--- src/rtl/stack_arbiter.sv ---
// Two-requester arbiter in front of a 64-bit operand stack with sticky trap/halt.
// Define STACK_ARBITER_RR_EN for round-robin arbitration; fixed priority (req0 first) otherwise.
module stack_arbiter #(
    parameter int unsigned DEPTH = 16
) (
    input  logic                     clk,
    input  logic                     reset,
    input  logic                     req0,
    input  logic                     req1,
    input  logic [1:0]               op0,
    input  logic [1:0]               op1,
    input  logic [63:0]              wdata0,
    input  logic [63:0]              wdata1,
    output logic                     ack0,
    output logic                     ack1,
    output logic [63:0]              rdata,
    output logic                     err,
    output logic [63:0]              result,
    output logic                     result_empty,
    output logic [2:0]               trap,
    output logic [$clog2(DEPTH):0]   count
);

    localparam int unsigned AW = $clog2(DEPTH);
    localparam int unsigned CW = AW + 1;

    localparam logic [1:0] OpPeek  = 2'b00;
    localparam logic [1:0] OpPush  = 2'b01;
    localparam logic [1:0] OpPop   = 2'b10;
    localparam logic [1:0] OpClear = 2'b11;

    typedef enum logic [1:0] {StIdle, StExec, StAck, StHalt} state_e;

    state_e         state_q, state_d;
    logic           win_q;
    logic [1:0]     op_q;
    logic [63:0]    wdata_q;
    logic           prio_q;
    logic [CW-1:0]  count_q;
    logic [63:0]    result_q;
    logic           result_empty_q;
    logic [2:0]     trap_q;
    logic           ack0_q, ack1_q, err_q;
    logic [63:0]    rdata_q;
    logic [63:0]    mem [DEPTH];

    logic           grant_any;
    logic           grant_win;
    logic           full, empty;
    logic [AW-1:0]  top_idx, next_idx, push_idx;
    logic           exec_err;

    assign grant_any = req0 | req1;
`ifdef STACK_ARBITER_RR_EN
    // On a tie the requester not granted last wins.
    assign grant_win = (req0 && req1) ? prio_q : !req0;
`else
    assign grant_win = !req0;
`endif

    assign full     = (count_q == CW'(DEPTH));
    assign empty    = (count_q == '0);
    assign push_idx = AW'(count_q);
    assign top_idx  = AW'(count_q - CW'(1));
    assign next_idx = AW'(count_q - CW'(2));

    always_comb begin
        exec_err = 1'b0;
        case (op_q)
            OpPush:        exec_err = full;
            OpPop, OpPeek: exec_err = empty;
            default:       exec_err = 1'b0;
        endcase
    end

    always_comb begin
        state_d = state_q;
        unique case (state_q)
            StIdle: if (grant_any) state_d = StExec;
            StExec: state_d = StAck;
            StAck:  state_d = err_q ? StHalt : StIdle;
            StHalt: state_d = StHalt;
            default: state_d = StIdle;
        endcase
    end

    always_ff @(posedge clk) begin
        if (state_q == StExec && op_q == OpPush && !full) begin
            mem[push_idx] <= wdata_q;
        end
    end

    always_ff @(posedge clk or negedge reset) begin
        if (!reset) begin
            state_q        <= StIdle;
            win_q          <= 1'b0;
            op_q           <= OpPeek;
            wdata_q        <= '0;
            prio_q         <= 1'b0;
            count_q        <= '0;
            result_q       <= '0;
            result_empty_q <= 1'b1;
            trap_q         <= 3'd0;
            ack0_q         <= 1'b0;
            ack1_q         <= 1'b0;
            err_q          <= 1'b0;
            rdata_q        <= '0;
        end else begin
            state_q <= state_d;
            // Completion outputs are single-cycle pulses.
            ack0_q  <= 1'b0;
            ack1_q  <= 1'b0;
            err_q   <= 1'b0;
            rdata_q <= '0;
            unique case (state_q)
                StIdle: begin
                    if (grant_any) begin
                        win_q   <= grant_win;
                        op_q    <= grant_win ? op1 : op0;
                        wdata_q <= grant_win ? wdata1 : wdata0;
                        prio_q  <= !grant_win;
                    end
                end
                StExec: begin
                    ack0_q <= !win_q;
                    ack1_q <= win_q;
                    err_q  <= exec_err;
                    case (op_q)
                        OpPush: begin
                            if (full) begin
                                trap_q <= 3'd1;
                            end else begin
                                count_q        <= count_q + CW'(1);
                                result_q       <= wdata_q;
                                result_empty_q <= 1'b0;
                            end
                        end
                        OpPop: begin
                            if (empty) begin
                                trap_q <= 3'd2;
                            end else begin
                                rdata_q        <= mem[top_idx];
                                count_q        <= count_q - CW'(1);
                                result_q       <= (count_q > CW'(1)) ? mem[next_idx] : '0;
                                result_empty_q <= (count_q == CW'(1));
                            end
                        end
                        OpPeek: begin
                            if (empty) trap_q <= 3'd2;
                            else       rdata_q <= mem[top_idx];
                        end
                        default: begin
                            count_q        <= '0;
                            result_q       <= '0;
                            result_empty_q <= 1'b1;
                        end
                    endcase
                end
                default: ;
            endcase
        end
    end

    assign ack0         = ack0_q;
    assign ack1         = ack1_q;
    assign err          = err_q;
    assign rdata        = rdata_q;
    assign result       = result_q;
    assign result_empty = result_empty_q;
    assign trap         = trap_q;
    assign count        = count_q;

endmodule
--- config.mk ---
export PLATFORM = sky130hd
export DESIGN_NAME = stack_arbiter
export DESIGN_NICKNAME = d
export VERILOG_FILES = /design/src/rtl/stack_arbiter.sv
export SDC_FILE = /design/constraint.sdc
export NUM_CORES = 2
export LEC_CHECK = 0
export BUFFER_PORTS_ARGS = -buffer_cell sky130_fd_sc_hd__buf_2
export CAP_MARGIN = 20
export CORE_MARGIN = 10
export CORE_UTILIZATION = 40
export DETAILED_ROUTE_END_ITERATION = 8
export SLEW_MARGIN = 40
export SYNTH_ARGS = -nofsm -noshare
export SYNTH_HDL_FRONTEND = slang
export SYNTH_SLANG_ARGS = --single-unit
--- constraint.sdc ---
create_clock -name clk -period 6.3 [get_ports clk]
set_clock_uncertainty 0.1 [all_clocks]
set_input_delay 0.945 -clock clk [delete_from_list [all_inputs] [get_ports clk]]
set_output_delay 0.945 -clock clk [all_outputs]
set_load 0.005 [all_outputs]
# Yosys cells after proc, flatten, opt, wreduce, memory -nomap -nowiden
# Memories as Yosys holds them, arrays and structs flattened.
# Index checks and enable logic that the tools add are counted.
dict set report word_totals {
  ramBits 1024
  mem_count 1
  register_bits 209
  inputBits 136
  latch_bits 0
  output_inout_bits 140
  mem_bits_ro 0
}
# memory words word_bits rd rd_ports_with_merged_regs write_ports line_no
set memory_table {}
lappend memory_table {mem 16 64 2 0 1 45} ;# logic [63:0] mem [DEPTH];
dict set report classes {
  n_reduce_logical 13
  n_eq_ne 12
  n_lt_le_gt_ge 1
  n_mul 0
  addsub 3
  n_div 0
  n_mux 27
  bitwise 2
  n_shift 0
}
# op n
set op_table {}
lappend op_table {{64-bit two-way mux} 7}
lappend op_table {{64-bit case mux with 3 select lines} 1}
lappend op_table {{5-bit case mux with 3 select lines} 1}
lappend op_table {{5-bit two-way mux} 2}
lappend op_table {{2-bit != test, second input constant} 4}
lappend op_table {{2-bit case mux with 4 select lines} 1}
lappend op_table {{4-bit AND reduction} 2}
lappend op_table {{1-bit two-way mux} 7}
lappend op_table {{2-bit == test, second input constant} 3}
lappend op_table {{2-bit two-way mux} 3}
lappend op_table {{3-bit two-way mux} 2}
lappend op_table {{3-bit case mux with 2 select lines} 1}
lappend op_table {{5-bit by 1-bit adder with 5-bit output, second input constant} 1}
lappend op_table {{5-bit by 1-bit == test with 1-bit output, second input constant} 1}
lappend op_table {{5-bit == test, second input constant} 1}
lappend op_table {{5-bit by 1-bit > comparator with 1-bit output, second input constant} 1}
lappend op_table {{5-bit logical NOT} 1}
lappend op_table {{5-bit by 1-bit subtractor with 5-bit output, second input constant} 1}
lappend op_table {{2-bit by 1-bit == test with 1-bit output, second input constant} 2}
lappend op_table {{2-bit logical NOT} 2}
lappend op_table {{4-bit by 2-bit subtractor with 4-bit output, second input constant} 1}
lappend op_table {{1-bit logical NOT} 3}
lappend op_table {{1-bit case mux with 3 select lines} 1}
lappend op_table {{1-bit logical AND} 2}
lappend op_table {{other kinds (7)} 7}

# Depth between registers and ports, before layout
dict set report depth {
  word_depth 5
  depth_mapped 14
  mapped_depth_nobuf 6
}

# Worst setup path before layout
# No wires, ideal clock.
dict set report synth_timing {
  path_type {register to register}
  start {register count_q[0], in the netlist count[0]}
  end {memory mem[0][0] (enable)}
  setup_time_ns 0.486
  slack_ns 0.949
  arrival_time_ns 4.765
  stages_incl_launch_ff 11
  n_path_buf 6
  synth_period_minus_slack_ns 5.351
  t_required_ns 5.714
  cell_sequence {dfrtp_1 -> buf_2 -> buf_4 -> buf_4 -> buf_2 -> buf_2 -> inv_1 -> ha_1 -> or4b_1 -> clkbuf_2 -> nor2_1}
}
dict set report synth_between {
  elab_chain_len 5
}
# element line_no
set synth_lines {}
lappend synth_lines {{start, declared} 39} ;# logic [CW-1:0] count_q;
lappend synth_lines {{start signal, assigned} 133} ;# count_q <= count_q + CW'(1);
lappend synth_lines {{start signal, assigned} 143} ;# count_q <= count_q - CW'(1);
lappend synth_lines {{5-bit == test} 61} ;# assign full = (count_q == CW'(DEPTH));
lappend synth_lines {{1-bit logical NOT} 88} ;# if (state_q == StExec && op_q == OpPush && !full) begin
lappend synth_lines {{1-bit logical AND} 88}
lappend synth_lines {{1-bit two-way mux} 88}
lappend synth_lines {{1-bit two-way mux (implied by the code)} 89} ;# mem[push_idx] <= wdata_q;
lappend synth_lines {{end, declared} 45}
# Parallel ways exist; a longest one is shown, timed or not.

# Worst setup path after layout
dict set report layout_timing {
  start {register count_q[1], in the netlist count[1]}
  end {output port count[1]}
}
# element line_no
set layout_lines {}
lappend layout_lines {{end, declared} 21} ;# output logic [$clog2(DEPTH):0] count
# No word-level cell between the ends.

==> flow_summary_export.csv <==
group,metric,value,unit
outcome,status,"complete, but fails checks",
outcome,violations,"hold timing",
power,pwr-share-seq,0.526,
timing,worstMarginPinSlew,0.875,ns
cts,clk_pin_slew,0.06,ns
power,p_int,13.3,mW
placement,finalWeightedCongestion,0.730,
timing,fin_crit_sh,0.673,
floorplanning,start_util,0.404,
synth,yosysWarnings,0,
floorplanning,io_pins,276,
cts,holdBufCountCts,0,
synth,synthFlopType,"edfxtp_1",
synth,synthArstFlopShare,0.169,
hold_path,hold_class,"input pin to async pin",
cts,htreeDepth,4,
grt,grt-ovfl-total,0,
cts,cts.sinks,1232,
cts,ctsResizeCount,0,
critical_path,r2r-start,"count[1]",
synth,synth_edf_count,1024,
run,cap_violations,0,
cts,insertion_delay,0.75,ns
layout,fill_cells,11600,
critical_path,critical_path_arrival,3.19,ns
cts,cts_root_buf,"clkbuf_16",
critical_path,start_kind,"flop",
grt,antenna_found_initial,2,
critical_path,cp_max_fo,57,
synth,synth_seq_cells,1232,
critical_path,crit_type,"flop to primary output",
layout,nets,3340,
drt,routed_wl,151,mm
synth,synth_cells,2932,
layout,area_delta_synth_final,15.0,%
placement,dp_cells,4921,
floorplanning,dieArea,155000,um2
synth,yosys.cell_types.count,51,
critical_path,reg2reg_setup_slack,2.38,ns
synth,ys_seq_area_frac,0.645,
power,p_per_area,258,nW/um2
placement,dp_hpwl,85.2,mm
floorplanning,rows,136,
drt,drtPass1Iterations,5,
drt,viasPerCell,5.88,
drt,wl_per_cell,29.2,um
grt,grt_pass1_vias,31454,
grt,grt_max_degree,118,
critical_path,reg2regPathDepth,7,
cts,clock_path_buffers,3,
grt,grt_pass1_wl,219,mm
timing,slew-limit-headroom,0.417,
timing,drv_slew,0,
power,leakagePower,18.6,nW
critical_path,r2r-end,"result[55]",
timing,tns,0,ns
timing,finalHoldWorstSlack,-0.0110,ns
layout,final_util,0.464,
layout,final_cell_count_no_fill,5163,
floorplanning,core_area,138000,um2
timing,timing.fmax,236,MHz
power,switching_power,3.23,mW
timing,rsz0062_at_grt,"false",
synth,synth_fp_nets,3080,
power,power.total,16.6,mW
cts,cts_tree,"built",
timing,final-hold-violation-count,3,
floorplanning,die_y,393,um
power,pwr-share-comb,0.008,
layout,final_layout_size_suffix_gt1_frac,0.351,
floorplanning,die_w,393,um
power,pwr-share-clk,0.466,
drt,postRouteAntennaNets,0,
synth,syn_avg_cell_area,19.0,um2
timing,period_minus_slack,4.24,ns
power,worst_ir_drop_vdd,0.275,mV
critical_path,cp_data_required_time,5.25,ns
timing,setup_viol,0,
grt,grt_usage,0.194,
cts,cts_setup_buffers,0,
critical_path,critPathCaptureType,"primary output",
drt,drtIter0Drc,3020,
power,power.share.switching,0.195,
cts,numCtsBuffers,131,
drt,vias,30346,
synth,synth.cell_area,55700,um2
drt,drcViolationCount,0,
placement,portBuffers,274,
-- registers in the layout (all words and copies together), names as in the netlist --
signal        cells
ack0              1
ack1              1
count             5
err               1
mem            1024
op_q              2
rdata            64
result           64
result_empty      1
state_q           2
trap              2
wdata_q          64
win_q             1
-- metrics by stage --
| stage | worst slack [ns] | area [um2] |
|---|---|---|
| after floorplan | 0.949 | 55700 |
| after global placement | 2.31 | 59300 |
| after detailed placement | 2.34 | 59800 |
| after CTS | 1.74 | 64000 |
| after global routing | 1.94 | 64100 |
| final | 2.06 | 64100 |
-- worst max-delay path, stage by stage, from the launching register on --
cell	delay [ns]
dfrtp_4	0.91
buf_6	0.60
buf_6	0.57
buf_2	0.25
-- cell usage after synthesis, types with 5 or more instances --
cell      count  area (um2)
mux2i_1     260        2600
nand2_1     140         526
buf_2        98         490
nand3_1       5        25.0
edfxtp_1   1024       30700
o22ai_1       6        37.5
inv_1        11        41.3
ha_1         12         150
nor2b_1      67         419
buf_4        32         240
clkbuf_1     85         319
a21oi_1      74         370
nor2_1       86         323
mux4_2      512       11500
dfrtp_1     207        5180
buf_6         7        78.8
buf_1        14        52.6
o221ai_1     64         561
mux2_2       64         721
a211oi_1    128         961
-- logic make-up after synthesis --
logic type	Yosys count	share of synthesized area
compound gates	290	0.0379
xor+xnor	3	0.000472
fa+ha+maj	12	0.00269
buf+inv	248	0.0220
flops	1232	0.645
mux	836	0.267
other cells	1	0.0000673
simple gates	310	0.0248
-- power by group through the flow --
stage               Combinational (mW)  Clock (mW)  Sequential (mW)
global placement                 0.132           0             8.88
finish                           0.129        7.71             8.71
global route                     0.144        8.18             8.71
floorplan                       0.0366           0             8.88
CTS                              0.135        7.86             8.71
detailed placement               0.135           0             8.88
-- per-layer routing --
metal | vias up | part of all wire | track usage
met2 | 1044 | 0.49 | 0.317
li1 | 12765 | - | -
met4 | 0 | 0.018 | 0.0458
met1 | 16351 | 0.43 | 0.269
met5 | - | 0 | 0
met3 | 186 | 0.065 | 0.0347
-- placed cells by master (no fill, tap or decap), types with 16 or more instances in the layout --
cell,count
edfxtp_1,1024
mux4_2,512
buf_2,272
mux2i_1,260
dfrtp_1,205
clkbuf_16,142
nand2_1,140
a211oi_1,128
a21oi_1,74
nor2_1,70
nor2b_1,67
mux2_2,64
o221ai_1,64
buf_4,43
clkbuf_1,40
buf_12,26
clkinv_2,24
nor2_4,16
-- final cells by class --
class / count / area, um2 / share of cell area
diodes: 1 / 2.50 / 0.0000391
clock buffers: 189 / 3800 / 0.0593
clock inverters: 51 / 478 / 0.00746
inverters: 11 / 41.3 / 0.000644
multi-input cells: 1452 / 18800 / 0.293
flip-flops and latches: 1232 / 36000 / 0.561
well taps: 1863 / 2330 / 0.0364
repair buffers: 364 / 2700 / 0.0421
-- worst max-delay path by stage --
stage | from | to | slack (ns) | depth (start not counted)
2_1_floorplan | count[0] | mem[0][0] | 0.95 | 10
3_3_place_gp | count[1] | rdata[25] | 2.31 | 7
3_5_place_dp | count[1] | rdata[25] | 2.34 | 7
4_1_cts | count[1] | count[1] | 1.74 | 3
5_1_grt | count[1] | count[1] | 1.94 | 3
6_report | count[1] | count[1] | 2.06 | 3
Note: power is estimated with default switching activity, not from simulation.
